<file path="config.mk">
export PLATFORM = sky130hd
export DESIGN_NAME = alu_seq_unit
export DESIGN_NICKNAME = d
export VERILOG_FILES = /design/src/rtl/alu_seq_unit.sv
export SDC_FILE = /design/constraint.sdc
export NUM_CORES = 1
export LEC_CHECK = 0
export ABC_CLOCK_PERIOD_IN_PS = 2900
export BUFFER_PORTS_ARGS = -buffer_cell sky130_fd_sc_hd__buf_2
export CAP_MARGIN = 20
export CORE_UTILIZATION = 54
export DETAILED_ROUTE_END_ITERATION = 6
export GPL_TIMING_DRIVEN = 0
export HOLD_SLACK_MARGIN = 0.08
export PLACE_DENSITY = 0.81
export SYNTH_ARGS = -nofsm -noshare
export SYNTH_HDL_FRONTEND = slang
export SYNTH_SLANG_ARGS = --single-unit
</file>
<file path="constraint.sdc">
create_clock -name clk -period 2.9 [get_ports clk]
set_clock_uncertainty 0.2 [all_clocks]
set_input_delay 0 -clock clk [delete_from_list [all_inputs] [get_ports clk]]
set_output_delay 0 -clock clk [all_outputs]
set_load 0.05 [all_outputs]
</file>
<file path="src/rtl/alu_seq_unit.sv">
// Sequential ALU with a start/ready handshake and a one-cycle done pulse.
// ADD/SUB/XOR complete at once. SHL shifts one bit per cycle. MUL uses WIDTH shift-add steps.
module alu_seq_unit #(
  parameter int WIDTH = 8
) (
  input  logic                 clk,
  input  logic                 rst,
  input  logic                 start,
  input  logic [WIDTH-1:0]     a,
  input  logic [WIDTH-1:0]     b,
  input  logic [2:0]           operation,
  output logic                 ready,
  output logic                 done,
  output logic [2*WIDTH-1:0]   result,
  output logic                 carry,
  output logic                 borrow,
  output logic                 zero,
  output logic                 err
);

  localparam int SHW = $clog2(WIDTH) + 1;
  localparam logic [SHW-1:0]   FULL_STEPS = SHW'(WIDTH);
  localparam logic [WIDTH-1:0] WIDTH_B    = WIDTH'(WIDTH);

  typedef enum logic [1:0] {IDLE, EXEC, DONE} state_t;
  typedef enum logic [2:0] {
    OP_ADD = 3'b000,
    OP_SUB = 3'b001,
    OP_XOR = 3'b010,
    OP_SHL = 3'b011,
    OP_MUL = 3'b100
  } op_t;

  state_t             state;
  op_t                op_r;
  logic [SHW-1:0]     cnt;
  logic [2*WIDTH-1:0] acc;
  logic [2*WIDTH-1:0] mcand;
  logic [WIDTH-1:0]   mpl;

  logic [WIDTH:0]     sum;
  logic [2*WIDTH-1:0] fast_res;
  logic               fast_carry, fast_borrow, fast_err, multi;
  logic [SHW-1:0]     steps;
  logic [2*WIDTH-1:0] acc_nxt, mcand_nxt, exec_res;

  always_comb begin
    sum         = {1'b0, a} + {1'b0, b};
    fast_res    = '0;
    fast_carry  = 1'b0;
    fast_borrow = 1'b0;
    fast_err    = 1'b0;
    multi       = 1'b0;
    steps       = '0;
    case (operation)
      OP_ADD: begin
        fast_res[WIDTH-1:0] = sum[WIDTH-1:0];
        fast_carry          = sum[WIDTH];
      end
      OP_SUB: begin
        fast_res[WIDTH-1:0] = a - b;
        fast_borrow         = (a < b);
      end
      OP_XOR: fast_res[WIDTH-1:0] = a ^ b;
      OP_SHL: begin
        if (b == '0) begin
          fast_res[WIDTH-1:0] = a;
        end else begin
          multi = 1'b1;
          steps = (b >= WIDTH_B) ? FULL_STEPS : SHW'(b);
        end
      end
      OP_MUL: begin
        multi = 1'b1;
        steps = FULL_STEPS;
      end
      default: fast_err = 1'b1;
    endcase
  end

  // SHL reuses the multiplicand register; its low WIDTH bits hold the value being shifted.
  always_comb begin
    acc_nxt   = acc + (mpl[0] ? mcand : '0);
    mcand_nxt = mcand << 1;
    exec_res  = (op_r == OP_MUL) ? acc_nxt : {{WIDTH{1'b0}}, mcand_nxt[WIDTH-1:0]};
  end

  always_ff @(posedge clk) begin
    if (rst) begin
      state  <= IDLE;
      op_r   <= OP_ADD;
      ready  <= 1'b1;
      done   <= 1'b0;
      result <= '0;
      carry  <= 1'b0;
      borrow <= 1'b0;
      zero   <= 1'b0;
      err    <= 1'b0;
      cnt    <= '0;
      acc    <= '0;
      mcand  <= '0;
      mpl    <= '0;
    end else begin
      case (state)
        IDLE: begin
          if (start) begin
            op_r  <= op_t'(operation);
            acc   <= '0;
            mcand <= {{WIDTH{1'b0}}, a};
            mpl   <= b;
            cnt   <= steps;
            ready <= 1'b0;
            if (multi) begin
              state <= EXEC;
            end else begin
              state  <= DONE;
              done   <= 1'b1;
              result <= fast_res;
              carry  <= fast_carry;
              borrow <= fast_borrow;
              zero   <= (fast_res == '0);
              err    <= fast_err;
            end
          end
        end
        EXEC: begin
          acc   <= acc_nxt;
          mcand <= mcand_nxt;
          mpl   <= mpl >> 1;
          cnt   <= cnt - 1'b1;
          if (cnt == SHW'(1)) begin
            state  <= DONE;
            done   <= 1'b1;
            result <= exec_res;
            carry  <= (op_r == OP_SHL) ? mcand[WIDTH-1] : 1'b0;
            borrow <= 1'b0;
            zero   <= (exec_res == '0);
            err    <= 1'b0;
          end
        end
        DONE: begin
          done  <= 1'b0;
          ready <= 1'b1;
          state <= IDLE;
        end
        default: state <= IDLE;
      endcase
    end
  end

endmodule
</file>
# Word-level counts from Yosys, hierarchy flattened
# Cells that the tools add are included.
[word_totals] reg_bits=71 in_bits=22 output_inout_bits=22
[op_classes] add_sub_neg=4 n_lt_le_gt_ge=2 n_eq_ne=12 mux=50 bitwise_logic=1 reduce_logical=15
[ops] op="$mux 16" count=7
[ops] op="$pmux 16 s2" count=3
[ops] op="$logic_not 16->1" count=2
[ops] op="$pmux 8 s4" count=1
[ops] op="$mux 1" count=20
[ops] op="$add 16x16->16" count=1
[ops] op="$mux 8" count=2
[ops] op="$pmux 4 s2" count=2
[ops] op="$pmux 8 s2" count=1
[ops] op="$mux 4" count=3
[ops] op="$pmux 1 s2" count=6
[ops] op="$add 8x8->9" count=1
[ops] op="$eq 3x2->1 const B" count=3
[ops] op="$ge 8x4->1 const B" count=1
[ops] op="$logic_not 8->1" count=1
[ops] op="$lt 8x8->1" count=1
[ops] op="$reduce_and 2->1" count=4
[ops] op="$reduce_and 4->1" count=2
[ops] op="$sub 8x8->8" count=1
[ops] op="$xor 8x8->8" count=1
[ops] op="$eq 3x3->1 const B" count=2
[ops] op="$mux 2" count=3
[ops] op="$ne 2x2->1 const B" count=3
[ops] op="$reduce_or 5->1" count=1
[ops] op="11 further kinds" count=12

# Logic depth before layout (Yosys ltp)
[depth] ltp_word=7 ltp_mapped=12 mapped_depth_nobuf=12

# Worst setup path after synthesis
# No wires, ideal clock.
[synth_timing] kind="reg-to-reg" start="reg mpl[0]" end="reg zero" setup_ns=0.059 t_arrival_ns=2.940 t_required_ns=2.641 slack_ns=-0.299 path_stages_with_launch=12 n_path_buf=1 cell_sequence="dfxtp_1 > clkbuf_1 > and2_1 > ha_1 > o21a_1 > a2111oi_4 > o21ai_2 > xnor2_1 > or3_1 > or4_1 > o32ai_2 > a31o_1"
[synth_between] elab_chain_len=6
[synth_lines] item="start, declared" line_no="39" text="logic [WIDTH-1:0] mpl;"
[synth_lines] item="start signal, assigned" line_no="129" text="mpl <= mpl >> 1;"
[synth_lines] item="$mux 16" line_no="83" text="acc_nxt = acc + (mpl[0] ? mcand : '0);"
[synth_lines] item="$add 16x16->16" line_no="83"
[synth_lines] item="$mux 16" line_no="85" text="exec_res = (op_r == OP_MUL) ? acc_nxt : {{WIDTH{1'b0}}, mcand_nxt[WIDTH-1:0]};"
[synth_lines] item="$logic_not 16->1" line_no="137" text="zero <= (exec_res == '0);"
[synth_lines] item="$mux 1" line_no="131" text="if (cnt == SHW'(1)) begin"
[synth_lines] item="$pmux 1 s2" line_no="104" text="case (state)"
[synth_lines] item="end signal, assigned" line_no="121" text="zero <= (fast_res == '0);"
[synth_lines] item="end signal, assigned" line_no="137"
[synth_lines] item="end, declared" line_no="17" text="output logic zero,"
# No other way between the ends. The select of a mux whose other input is x is not followed.
# A chain may end at the register's enable or synchronous reset.

# Worst setup path after layout
# Same ends and word-level chain as after synthesis.

==> impl_metrics.toml <==
[status]
status = "finished, violations left"
violations = "negative setup slack"

[sta]
hold_violations = 0
finalCritPeriodShare_pct = 112
setup_ws_ns = -0.356
tightest_slew_ns = 1.03
slew_viol_final = 0
grt_setup_unrepaired = "true"
max_freq_mhz = 307
finalSetupViolCount = 3
relSlewSlack_pct = 31.1
tns_ns = -0.420
post-route-min-period_ns = 3.26

[die]
start_util_pct = 56.5
die_h_um = 95.4
die_x_um = 95.4
dieArea_um2 = 9110
ios = 44
fp-row-count = 33
coreArea_um2 = 8340

[power_and_ir_drop]
leakagePower_nw = 2.28
ir_drop_mv = 0.311
power_density_nw_per_um2 = 420

[clocking]
clockRootBuffer = "clkbuf_8"
cts_buffer_depth = 2
path_clk_slew_ns = 0.07
cts_buffers = 9
clock_latency_ns = 0.35
cts_tree = "yes"
h-tree-depth = 3
cts.sink_count = 71

[place]
place_ws_ns = -0.583
placed_area_um2 = 5050
routabilityCongestion = 0.938
portBuffers = 40
numPlacedInstances = 765
place_hpwl_mm = 10.9

[yosys]
ys_ff_latch = 71
synth_nets = 678
synth_cell_types = 65
synth-async-reset-ratio_pct = 0
yosysSeqAreaShare_pct = 30.1
synth_ff_type = "dfxtp_1"
avgSynthCellArea_um2 = 7.60
yosysWarningCount = 0
synth_edf_count = 0
synth_cells = 620
syn-cell-area_um2 = 4710

[worst_setup_path]
crit_required_ns = 3.00
critPathMaxStageDelay_ns = 0.46
critPathLaunchType = "register"
arrival_ns = 3.35
critPathTopFamily = "compound AO/OA/AOI/OAI gates"
timing.rr.end = "zero$_SDFFE_PP0P_"
worstReg2RegStart = "mpl[0]$_SDFFE_PP0P_"
end_kind = "register"
rrSetupSlack_ns = -0.36
crit_chain = "buf_8 -> and2_4 -> ha_4 -> a211o_1 -> a2111oi_4 -> o21ai_4 -> xnor2_2 -> or3_1 -> or4_4 -> o32ai_2 -> a31o_1"
path_class = "reg -> reg"
crit_slowest_cell = "a2111oi_4"
path_max_fanout = 9
reg2regPathDepth = 11
worst-path-buf-inv = 1

[routing]
drcViolationCount = 0
wirelength_mm = 15.3
vias = 5224
dr.pass1.iters = 5
wl_per_cell_um = 18.9
viasPerCell = 6.42
drtIter0Drc = 524
ant_nets = 0

[layout]
regArea_um2 = 1430
area_delta_synth_final_pct = 21.1
stdcell_count = 814
multi_input_area_um2 = 3210
stdcell_area_um2 = 5710
layout.nets = 762
final_cell_mix = "nand2_1 (90), nor2_1 (71), dfxtp_1 (68), a21oi_1 (59), buf_2 (41)"
mostFrequentLayoutCell = "nand2_1"
drive_above_1_share_pct = 14.5
fillers = 686
insertedDiodeCount = 0

[hold_path]
hp-class = "in -> reg"
whs_path_depth = 4
holdPathEnd = "result[3]$_SDFFE_PP0P_"
min_from = "a[3]"

[grt]
grt_pass1_wl_mm = 23.3
grt_max_degree = 13
grt_util_all_layers_pct = 33.8
antenna_found_initial = 0
grt-ovfl-total = 0
grt_pass1_vias = 4614

[flow_run]
maxCapViolations = 0
[report_power, final]
| group | internal, W | switching [W] | leakage (nW) | total, W |
|---|---|---|---|---|
| Clock | 0.000416 | 0.000390 | 0.0981 | 0.000806 |
| Sequential | 0.00102 | 0.0000387 | 0.579 | 0.00106 |
| Combinational | 0.000183 | 0.000356 | 1.61 | 0.000539 |
[metrics by stage]
step,total power [W],hold WS (ns),utilization (%)
finish,0.00240,0.135,68.5
global route,0.00249,0.177,68.5
CTS,0.00237,0.129,66.9
floorplan,0.00141,-0.0640,-
detailed placement,0.00156,0.117,60.6
global placement,0.00155,0.111,60.6
[layout make-up]
type | count | share of cell area [%]
multi-input combinational | 490 | 56.1
tap | 105 | 2.30
buffer | 39 | 2.91
sequential | 71 | 25.0
clock buffer | 10 | 2.41
clock inverter | 6 | 1.05
inverter | 20 | 1.31
timing repair buffer | 73 | 8.87
[worst reg2reg max path: stages (launching register included)]
cell and delay (ns):
dfxtp_4 0.37, buf_8 0.13, and2_4 0.14, ha_4 0.16
a211o_1 0.29, a2111oi_4 0.46, o21ai_4 0.15, xnor2_2 0.19
or3_1 0.32, or4_4 0.43, o32ai_2 0.20, a31o_1 0.17
[logic make-up (layout without fill, tap and decap cells)]
group           count (synthesis)  count (layout)  synth area share (%)
simple gates                  251             251                  24.3
compound gates                180             180                  26.2
flops                          71              71                  30.1
buf+inv                        59             148                  4.88
fa+ha+maj                      36              36                  10.0
xor+xnor                       19              19                  3.53
mux                             4               4                 0.902
[synth_stat cells (3+ instances only)]
master | instances | area (um2)
a211o_1 | 3 | 26.3
a211oi_1 | 10 | 75.1
a21o_1 | 5 | 37.5
a21oi_1 | 61 | 305
a221o_1 | 3 | 30.0
a22oi_1 | 14 | 105
a311oi_1 | 12 | 105
a31oi_1 | 6 | 37.5
and2_1 | 16 | 100
and3_1 | 4 | 25.0
buf_1 | 5 | 18.8
clkbuf_1 | 32 | 120
dfxtp_1 | 71 | 1420
fa_1 | 3 | 60.1
ha_1 | 33 | 413
inv_1 | 20 | 75.1
nand2_1 | 90 | 338
nand2b_1 | 4 | 25.0
nand3_1 | 27 | 135
nand3b_1 | 4 | 30.0
nor2_1 | 71 | 267
nor2b_1 | 4 | 25.0
nor3_1 | 13 | 65.1
nor3b_1 | 3 | 22.5
nor4_1 | 3 | 18.8
o211ai_1 | 7 | 52.6
o21a_1 | 5 | 37.5
o21ai_0 | 22 | 110
o21bai_1 | 5 | 37.5
or3_1 | 3 | 18.8
xnor2_1 | 14 | 123
xor2_1 | 5 | 43.8
[sequential cells by signal (all words and copies together), names as in the netlist, 2 cells and up]
signal	count
acc	16
mcand	16
result	16
mpl	8
cnt	4
op_r	3
state	2
[what timing repair did]
item	CTS	global route
endpoints found under the hold margin	26	0
hold buffers	22	0
setup buffers	5	6
gates resized for setup	14	18
setup endpoints to repair	8	12
pin swaps	7	16
[worst max path at each step]
stage / startpoint / to / depth (start not counted)
after floorplan: mpl[0]$_SDFFE_PP0P_ / zero$_SDFFE_PP0P_ / 11
after global placement: mpl[0]$_SDFFE_PP0P_ / zero$_SDFFE_PP0P_ / 11
after detailed placement: mpl[0]$_SDFFE_PP0P_ / zero$_SDFFE_PP0P_ / 11
after CTS: mpl[0]$_SDFFE_PP0P_ / zero$_SDFFE_PP0P_ / 11
after global routing: mpl[0]$_SDFFE_PP0P_ / zero$_SDFFE_PP0P_ / 11
final: mpl[0]$_SDFFE_PP0P_ / zero$_SDFFE_PP0P_ / 11
[layer usage]
| layer | global-route usage (%) | wire length (um) | vias to the layer above |
|---|---|---|---|
| met2 | 52.4 | 6820 | 319 |
| met1 | 46.3 | 6490 | 2471 |
| met5 | 0 | 0 | - |
| met4 | 10.9 | 393 | 0 |
| met3 | 7.58 | 1640 | 47 |
| li1 | - | - | 2387 |
Note: power is estimated with default switching activity, not from simulation.
